==> config.mk <==
export PLATFORM = sky130hd
export DESIGN_NAME = hazard_ctrl_unit
export DESIGN_NICKNAME = d
export VERILOG_FILES = /design/src/rtl/pipe_pkg.sv /design/src/rtl/hazard_fwd_sel.sv /design/src/rtl/hazard_ctrl_unit.sv
export SDC_FILE = /design/constraint.sdc
export NUM_CORES = 1
export LEC_CHECK = 0
export CORE_UTILIZATION = 53
export CTS_BUF_LIST = sky130_fd_sc_hd__clkbuf_4
export DETAILED_ROUTE_END_ITERATION = 8
export HOLD_SLACK_MARGIN = 0.15
export PLACE_DENSITY_LB_ADDON = 0.1
export SYNTH_ARGS = -nofsm -noshare
export SYNTH_HDL_FRONTEND = slang
export SYNTH_SLANG_ARGS = --single-unit
export TNS_END_PERCENT = 20
==> constraint.sdc <==
create_clock -name clk -period 2.8 [get_ports clk]
set_input_delay 0.42 -clock clk [delete_from_list [all_inputs] [get_ports clk]]
set_output_delay 0.42 -clock clk [all_outputs]
set_load 0.05 [all_outputs]
==> src/rtl/pipe_pkg.sv <==
// Shared pipeline definitions: forward-mux encodings, hazard FSM states, default register index width.
package pipe_pkg;

    localparam int unsigned REG_ADDR_W_DEF = 5;

    localparam logic [1:0] FWD_REG = 2'b00;
    localparam logic [1:0] FWD_WB  = 2'b01;
    localparam logic [1:0] FWD_MEM = 2'b10;

    typedef enum logic [1:0] {
        RUN        = 2'd0,
        LU_STALL   = 2'd1,
        MEM_FREEZE = 2'd2
    } hz_state_t;

endpackage

==> src/rtl/hazard_fwd_sel.sv <==
// Operand forward-select for the E stage; M result has priority over W, x0 is never forwarded.
module hazard_fwd_sel
    import pipe_pkg::*;
#(
    parameter int unsigned REG_ADDR_W = REG_ADDR_W_DEF
) (
    input  logic [REG_ADDR_W-1:0] rs,
    input  logic [REG_ADDR_W-1:0] rd_m,
    input  logic                  reg_write_m,
    input  logic [REG_ADDR_W-1:0] rd_w,
    input  logic                  reg_write_w,
    output logic [1:0]            fwd_sel
);

    always_comb begin
        fwd_sel = FWD_REG;
        if (reg_write_m && (rd_m != '0) && (rd_m == rs)) begin
            fwd_sel = FWD_MEM;
        end else if (reg_write_w && (rd_w != '0) && (rd_w == rs)) begin
            fwd_sel = FWD_WB;
        end
    end

endmodule

==> src/rtl/hazard_ctrl_unit.sv <==
// Pipeline hazard control: operand forwarding, load-use stall, branch flush, memory-wait freeze
// and saturating stall/flush performance counters.
module hazard_ctrl_unit
    import pipe_pkg::*;
#(
    parameter int unsigned REG_ADDR_W   = REG_ADDR_W_DEF,
    parameter int unsigned LU_STALL_CYC = 1,
    parameter int unsigned CNT_W        = 32
) (
    input  logic                  clk,
    input  logic                  rst,
    input  logic [REG_ADDR_W-1:0] rs1_d,
    input  logic [REG_ADDR_W-1:0] rs2_d,
    input  logic [REG_ADDR_W-1:0] rs1_e,
    input  logic [REG_ADDR_W-1:0] rs2_e,
    input  logic [REG_ADDR_W-1:0] rd_e,
    input  logic                  result_src_e,
    input  logic [REG_ADDR_W-1:0] rd_m,
    input  logic                  reg_write_m,
    input  logic [REG_ADDR_W-1:0] rd_w,
    input  logic                  reg_write_w,
    input  logic                  pc_src_e,
    input  logic                  mem_busy_m,
    output logic [1:0]            forward_a_e,
    output logic [1:0]            forward_b_e,
    output logic                  stall_f,
    output logic                  stall_d,
    output logic                  stall_e,
    output logic                  stall_m,
    output logic                  flush_d,
    output logic                  flush_e,
    output logic [CNT_W-1:0]      stall_cnt,
    output logic [CNT_W-1:0]      flush_cnt
);

    localparam logic [2:0] LU_INIT = 3'(LU_STALL_CYC - 1);

    hz_state_t  state, state_nxt;
    logic [2:0] lu_cnt, lu_cnt_nxt;
    logic [1:0] fwd_a, fwd_b;
    logic       lu;

    hazard_fwd_sel #(.REG_ADDR_W(REG_ADDR_W)) u_fwd_a (
        .rs          (rs1_e),
        .rd_m        (rd_m),
        .reg_write_m (reg_write_m),
        .rd_w        (rd_w),
        .reg_write_w (reg_write_w),
        .fwd_sel     (fwd_a)
    );

    hazard_fwd_sel #(.REG_ADDR_W(REG_ADDR_W)) u_fwd_b (
        .rs          (rs2_e),
        .rd_m        (rd_m),
        .reg_write_m (reg_write_m),
        .rd_w        (rd_w),
        .reg_write_w (reg_write_w),
        .fwd_sel     (fwd_b)
    );

    assign lu = result_src_e && (rd_e != '0) && ((rd_e == rs1_d) || (rd_e == rs2_d));

    always_comb begin
        forward_a_e = rst ? FWD_REG : fwd_a;
        forward_b_e = rst ? FWD_REG : fwd_b;
        stall_f     = 1'b0;
        stall_d     = 1'b0;
        stall_e     = 1'b0;
        stall_m     = 1'b0;
        flush_d     = 1'b0;
        flush_e     = 1'b0;
        state_nxt   = state;
        lu_cnt_nxt  = lu_cnt;
        if (!rst) begin
            unique case (state)
                RUN, MEM_FREEZE: begin
                    if (mem_busy_m) begin
                        {stall_f, stall_d, stall_e, stall_m} = '1;
                        state_nxt = MEM_FREEZE;
                    end else begin
                        state_nxt = RUN;
                        if (pc_src_e) begin
                            flush_d = 1'b1;
                            flush_e = 1'b1;
                        end else if (lu) begin
                            stall_f = 1'b1;
                            stall_d = 1'b1;
                            flush_e = 1'b1;
                            if (LU_INIT != '0) begin
                                state_nxt  = LU_STALL;
                                lu_cnt_nxt = LU_INIT;
                            end
                        end
                        // Freeze exit behaves like RUN this cycle, but an interrupted load-use stall resumes.
                        if (state == MEM_FREEZE && lu_cnt != '0) begin
                            state_nxt  = LU_STALL;
                            lu_cnt_nxt = lu_cnt;
                        end
                    end
                end
                LU_STALL: begin
                    if (mem_busy_m) begin
                        {stall_f, stall_d, stall_e, stall_m} = '1;
                        state_nxt = MEM_FREEZE;
                    end else begin
                        stall_f    = 1'b1;
                        stall_d    = 1'b1;
                        flush_e    = 1'b1;
                        lu_cnt_nxt = lu_cnt - 3'd1;
                        if (lu_cnt <= 3'd1) begin
                            state_nxt = RUN;
                        end
                    end
                end
                default: begin
                    state_nxt  = RUN;
                    lu_cnt_nxt = '0;
                end
            endcase
        end
    end

    always_ff @(posedge clk) begin
        if (rst) begin
            state     <= RUN;
            lu_cnt    <= '0;
            stall_cnt <= '0;
            flush_cnt <= '0;
        end else begin
            state  <= state_nxt;
            lu_cnt <= lu_cnt_nxt;
            if (stall_f && (stall_cnt != '1)) begin
                stall_cnt <= stall_cnt + CNT_W'(1);
            end
            if (flush_d && (flush_cnt != '1)) begin
                flush_cnt <= flush_cnt + CNT_W'(1);
            end
        end
    end

endmodule

# After elaboration in Yosys (flattened, before gate mapping)

Cells that the tools add are included.

Flip-flop bits (word level): 69
Bits of input ports: 42
Output and inout port bits: 74

Add/subtract/negate cells: 3
$lt $le $gt $ge: 1
Equal/unequal tests: 12
Muxes and demuxes: 30
Bitwise logic cells: 1
Reductions and logical operators: 20

Operators by type and width:

| kind                  | count |
|---|---|
| $add 32x1->32 const B | 2 |
| $ne 32x32->1 const B  | 2 |
| $eq 5x5->1            | 6 |
| $mux 1                | 18 |
| $reduce_bool 5->1     | 3 |
| $mux 2                | 7 |
| $logic_and 1x1->1     | 11 |
| $pmux 3 s2            | 1 |
| $pmux 1 s2            | 2 |
| $pmux 2 s2            | 1 |
| $le 3x1->1 const B    | 1 |
| $mux 3                | 1 |
| $ne 3x3->1 const B    | 1 |
| $reduce_bool 3->1     | 1 |
| $reduce_or 3->1       | 1 |
| $sub 3x1->3 const B   | 1 |
| $eq 2x1->1 const B    | 1 |
| $eq 2x2->1 const B    | 1 |
| $logic_not 2->1       | 1 |
| $ne 2x2->1 const B    | 1 |
| $reduce_and 2->1      | 1 |
| $reduce_or 2->1       | 1 |
| $logic_or 1x1->1      | 1 |
| $not 1->1             | 1 |

# Depth between registers and ports, before layout

Depth after elaboration: 9
Mapped depth: 9
Mapped depth without buffers: 7

# Hierarchy

A second synthesis with hierarchy kept.

Cell total of the unflattened synthesis: 490
Area total of the unflattened synthesis: 4050.1 um^2

Modules (own cells, without submodules):

| module           | times used | cells each | area each (um^2) | sequential area each (um^2) |
|---|---|---|---|---|
| hazard_ctrl_unit | 1          | 450        | 3747.3           | 1381.3 |
| hazard_fwd_sel   | 2          | 20         | 151.4            | 0.0 |

# Least setup slack after synthesis

Ideal clock, no wire load.

Kind: input-to-output
Start point: input port rst
End point: output port flush_e
Arrival: 3433 ps
Data required time: 2380 ps
Slack: -1053 ps
Stages on the path: 4
Buffers on the path: 3
Cell sequence: buf_2 > buf_1 > clkbuf_1 > a2111oi_0

Longest elaborated chain between the ends: 1

RTL lines:

| what        | line                   | source |
|---|---|---|
| from (decl) | hazard_ctrl_unit.sv:11 | `input logic rst,` |
| $mux 1      | hazard_ctrl_unit.sv:74 | `if (!rst) begin` |
| to (decl)   | hazard_ctrl_unit.sv:31 | `output logic flush_e,` |

No other way between the ends.

# Final worst setup path

Start point: input port rd_m[0]
End point: output port forward_a_e[0]

Longest elaborated chain between the ends: 5
Elaborated cells between the ends (all ways): 6
Those cells by class: 1 x eq/ne; 2 x mux; 3 x reduce/logical

RTL lines:

| what                  | line                   | source |
|---|---|---|
| from (decl)           | hazard_ctrl_unit.sv:18 | `input logic [REG_ADDR_W-1:0] rd_m,` |
| $reduce_bool 5->1     | hazard_fwd_sel.sv:17   | `if (reg_write_m && (rd_m != '0) && (rd_m == rs)) begin` |
| $logic_and 1x1->1     | hazard_fwd_sel.sv:17   |  |
| $logic_and 1x1->1 (*) | hazard_fwd_sel.sv:17   |  |
| $mux 2 (*)            | hazard_fwd_sel.sv:17   |  |
| $mux 2 (*)            | hazard_ctrl_unit.sv:64 | `forward_a_e = rst ? FWD_REG : fwd_a;` |
| to (decl)             | hazard_ctrl_unit.sv:24 | `output logic [1:0] forward_a_e,` |

Every way passes the cells marked *; elsewhere a longest branch is shown, timed or not.

==> out/summary.md <==
The number of cell instances on the worst register-to-register path came out at 5. The worst setup path is captured at an output port. The cell class contributing the biggest share of worst-path delay was simple AND/OR/NAND/NOR gates.

The tools report the number of buffers between clock root and the deepest sink as 2. The overall global routing resource usage was 0.2588. The worst setup path is launched from an input port. The commonest cells after synthesis are sky130_fd_sc_hd__dfxtp_1 (69), sky130_fd_sc_hd__nor2_1 (58), sky130_fd_sc_hd__xor2_1 (36). The detailed router's first-iteration violation count was 115; the worst setup margin was 0.08589 ns. The tools report the number of hold violations in the final report as 0. The via count of the first global-routing pass came out at 3537.

The worst-case headroom to the max-slew limit was 0.6032. The signal on the critical path passes through clkdlybuf4s50_1 -> or4_1 -> o21ai_2 -> nor3_1 -> nor4_2 -> buf_12. For this run, the top clock speed supported by timing is 368.4 MHz. In the post-synthesis netlist, the biggest area contributors are sky130_fd_sc_hd__dfxtp_1 (34%), sky130_fd_sc_hd__xor2_1 (7.8%), sky130_fd_sc_hd__nor2_1 (5.4%). The run gives 0.7584 as the core occupancy in the finished layout. After synthesis the netlist holds a flip-flop and latch count of 69.

The slowest stage of the critical path belongs to the cell sky130_fd_sc_hd__or4_1. For the pin with the worst max-slew slack, the measured transition is 0.5920 ns. Clock-pin slew was measured on the worst setup and hold paths at 0.11 ns. The worst min-delay path category is register to register.

Synthesized net count: 516. The synthesized design spends more area on one cell type than any other, namely sky130_fd_sc_hd__dfxtp_1. Data arrives at the worst endpoint at 2.29 ns. The area share of the largest cell type after synthesis was 0.3430; the maximum number of pins on one net before global-route repair was 40. The run gives 9 as the total CTS buffers.

After detailed routing, the average wire length per cell comes to 14.52 µm. Across the routed clock network, the largest skew measured is 0.01497 ns. Setup violations remaining at the end of the flow were counted as 0. In this run the power density over the cells is 362.6 mW/mm².

The I/O pin count is 116. For the finished layout, the period the worst path requires is 2.714 ns. The flow ran to the end, and the final reports show no timing, DRC or antenna violations. By instance count, the leading cell after synthesis is sky130_fd_sc_hd__dfxtp_1.

The total overflow reported by the global router was 0; the total via count in the routed design was 3931. The tools report the final max-slew violation count as 0. CTS saw 69 sinks. Measured along the x axis, the die boundary spans 89.18 µm. The number of different library cells used by synthesis comes to 59.

The final hold slack is 0.5133 ns, and the floorplan die area is 0.007952 mm². Using the TritonRoute via totals, the vias-per-cell ratio works out to 5.681. Yosys mapped a number of flops with a built-in enable equal to 0.

For the critical path required time, the log shows 2.38 ns. The most used flip-flop cell after synthesis is sky130_fd_sc_hd__dfxtp_1. The starting density of the core is 0.5523. The number of antenna violations at the first check in global routing was 0. The share of synthesized area occupied by flip-flops and latches is 0.3430.

The top fanout value on the critical path was 3. After detailed routing, the number of remaining DRC violations is 0. The chip height came out at 89.18 µm. The floorplan has 31 rows. The count of H-tree levels built during CTS was 3. The number of maximum-capacitance constraint violations is 0.

The number of instances in the synthesized netlist was 470. After routing the design area is 0.005530 mm². TritonCTS built the clock tree. The first detailed-routing pass ran for 4 iterations.

The repair_antennas step left the layout with diodes totalling 0. The count of nets left with antenna violations once routing finished came out at 0. The cell count of the worst hold path was 2; the post-synthesis instance area was 0.004028 mm².

The worst setup path category was input port to output port. At the later pin of the worst-skew pair, clock insertion delay measures 0.43 ns. VDD sags by at most 0.2666 mV. The fraction of final layout cells with drive strength greater than 1 is 0.1197, and the count of nets after finishing is 634.

For the number of hold buffers added after CTS, the log shows 0. Once placement finished, the instance area stood at 0.005358 mm². The logic depth of the worst path, buffers included was 6. Setup repair after global routing could not meet its margin everywhere. Once detailed placement completed, the half-perimeter wirelength came to 7487 µm. The run gives -0.07635 ns as the setup slack after placement. The proportion of register bits with asynchronous set or reset after synthesis works out to 0. The global placer's final weighted congestion is 0.8670.

Compared with the post-synthesis result, the final layout area differs by 37.31%. For the area inside the core boundary, the log shows 0.007292 mm². The root buffer cell chosen for the clock tree is sky130_fd_sc_hd__clkbuf_4.

The critical path contains buffers and inverters numbering 2 combined. For this run, the slowest stage of the critical path takes 0.57 ns. The synthesized area per cell works out to 8.569 µm².

The global-route wire length before repair is 15970 µm, and the total leakage power is 1.954 nW. Buffers placed on the I/O ports in this run total 115. The portion of the clock cycle consumed by the worst path in the final layout is 0.9693. For the number of warnings printed during yosys synthesis, the log shows 0. For this block, the routed nets add up to 10050 µm of wire.
==> per-stage QoR <==
stage / TNS (ns) / total power [mW] / cells
2_1_floorplan: -1.088 / 1.143 / 470
3_5_place_dp: -0.1315 / 1.268 / 676
5_1_grt: -0.003799 / 2.074 / 692
4_1_cts: 0 / 2.023 / 692
3_3_place_gp: 0 / 1.262 / 676
6_report: 0 / 2.005 / 692
==> area by class of cell <==
type                            count  area (µm²)
Clock buffer                        9       67.56
Clock inverter                      7       97.59
Fill cell                         575        1762
Inverter                            9       33.78
Multi-Input combinational cell    368        2471
Sequential cell                    69        1383
Tap cell                           99       123.9
Timing Repair Buffer              131        1354
==> cell usage in the layout, fill, tap and decap left out, drive strengths merged, types with 13 or more instances in the layout <==
cell type,synthesis,final
clkdlybuf4s50,0,104
nor4,17,17
or4,15,15
xnor2,24,24
o31ai,13,13
nand2,32,32
a21oi,15,15
nor2,58,58
nand3,29,29
nand4,25,25
dfxtp,69,69
xor2,36,36
buf,16,27
==> metal layers <==
layer	track usage	up-vias	share of wire
met5	0	-	0
met4	0.1111	0	0.024
met3	0.06187	20	0.047
met2	0.4656	95	0.51
met1	0.2917	1875	0.42
li1	-	1941	-
==> kinds of logic (layout without fill, tap and decap cells) <==
| kind of cell | Yosys count | after routing | synth area share |
|---|---|---|---|
| AOI/OAI and AO/OA | 58 | 58 | 0.1016 |
| xor gates and xnor gates | 60 | 60 | 0.1305 |
| adders and majority gates | 4 | 4 | 0.01243 |
| buffers and inverters | 33 | 156 | 0.04691 |
| DFF | 69 | 69 | 0.3430 |
| muxes | 14 | 14 | 0.03821 |
| and+or+nand+nor | 232 | 232 | 0.3274 |
==> what timing repair did <==
item,in CTS,in global routing
gates resized for setup,1,3
setup buffers,0,0
pin swaps,0,0
endpoints found under the setup margin,2,4
==> sequential cells by signal (all words and copies together) (netlist names) <==
name / cells
flush_cnt: 32
stall_cnt: 32
lu_cnt: 3
state: 2
==> worst min-delay path, delay by kind of cell, from the launching register on <==
kind,cells,cell delay [ns]
DFF,1,0.36
AOI/OAI and AO/OA,1,0.06
and+or+nand+nor,1,0.06
==> path summary, 6_finish.rpt <==
path / from / endpoint / slack, ns
setup / recovery: rd_m[0] / forward_a_e[0] / 0.09
hold / removal: stall_cnt[28] / stall_cnt[28] / 0.51
setup reg to reg: stall_cnt[7] / stall_cnt[22] / 0.55
hold reg to reg: stall_cnt[28] / stall_cnt[28] / 0.51
==> report_power, final <==
part	switching [mW]	leakage (nW)	internal, mW
Combinational	0.129	1.31	0.127
Sequential	0.00522	0.557	0.985
Clock	0.392	0.0846	0.366
(Power assumes the default switching activity.)
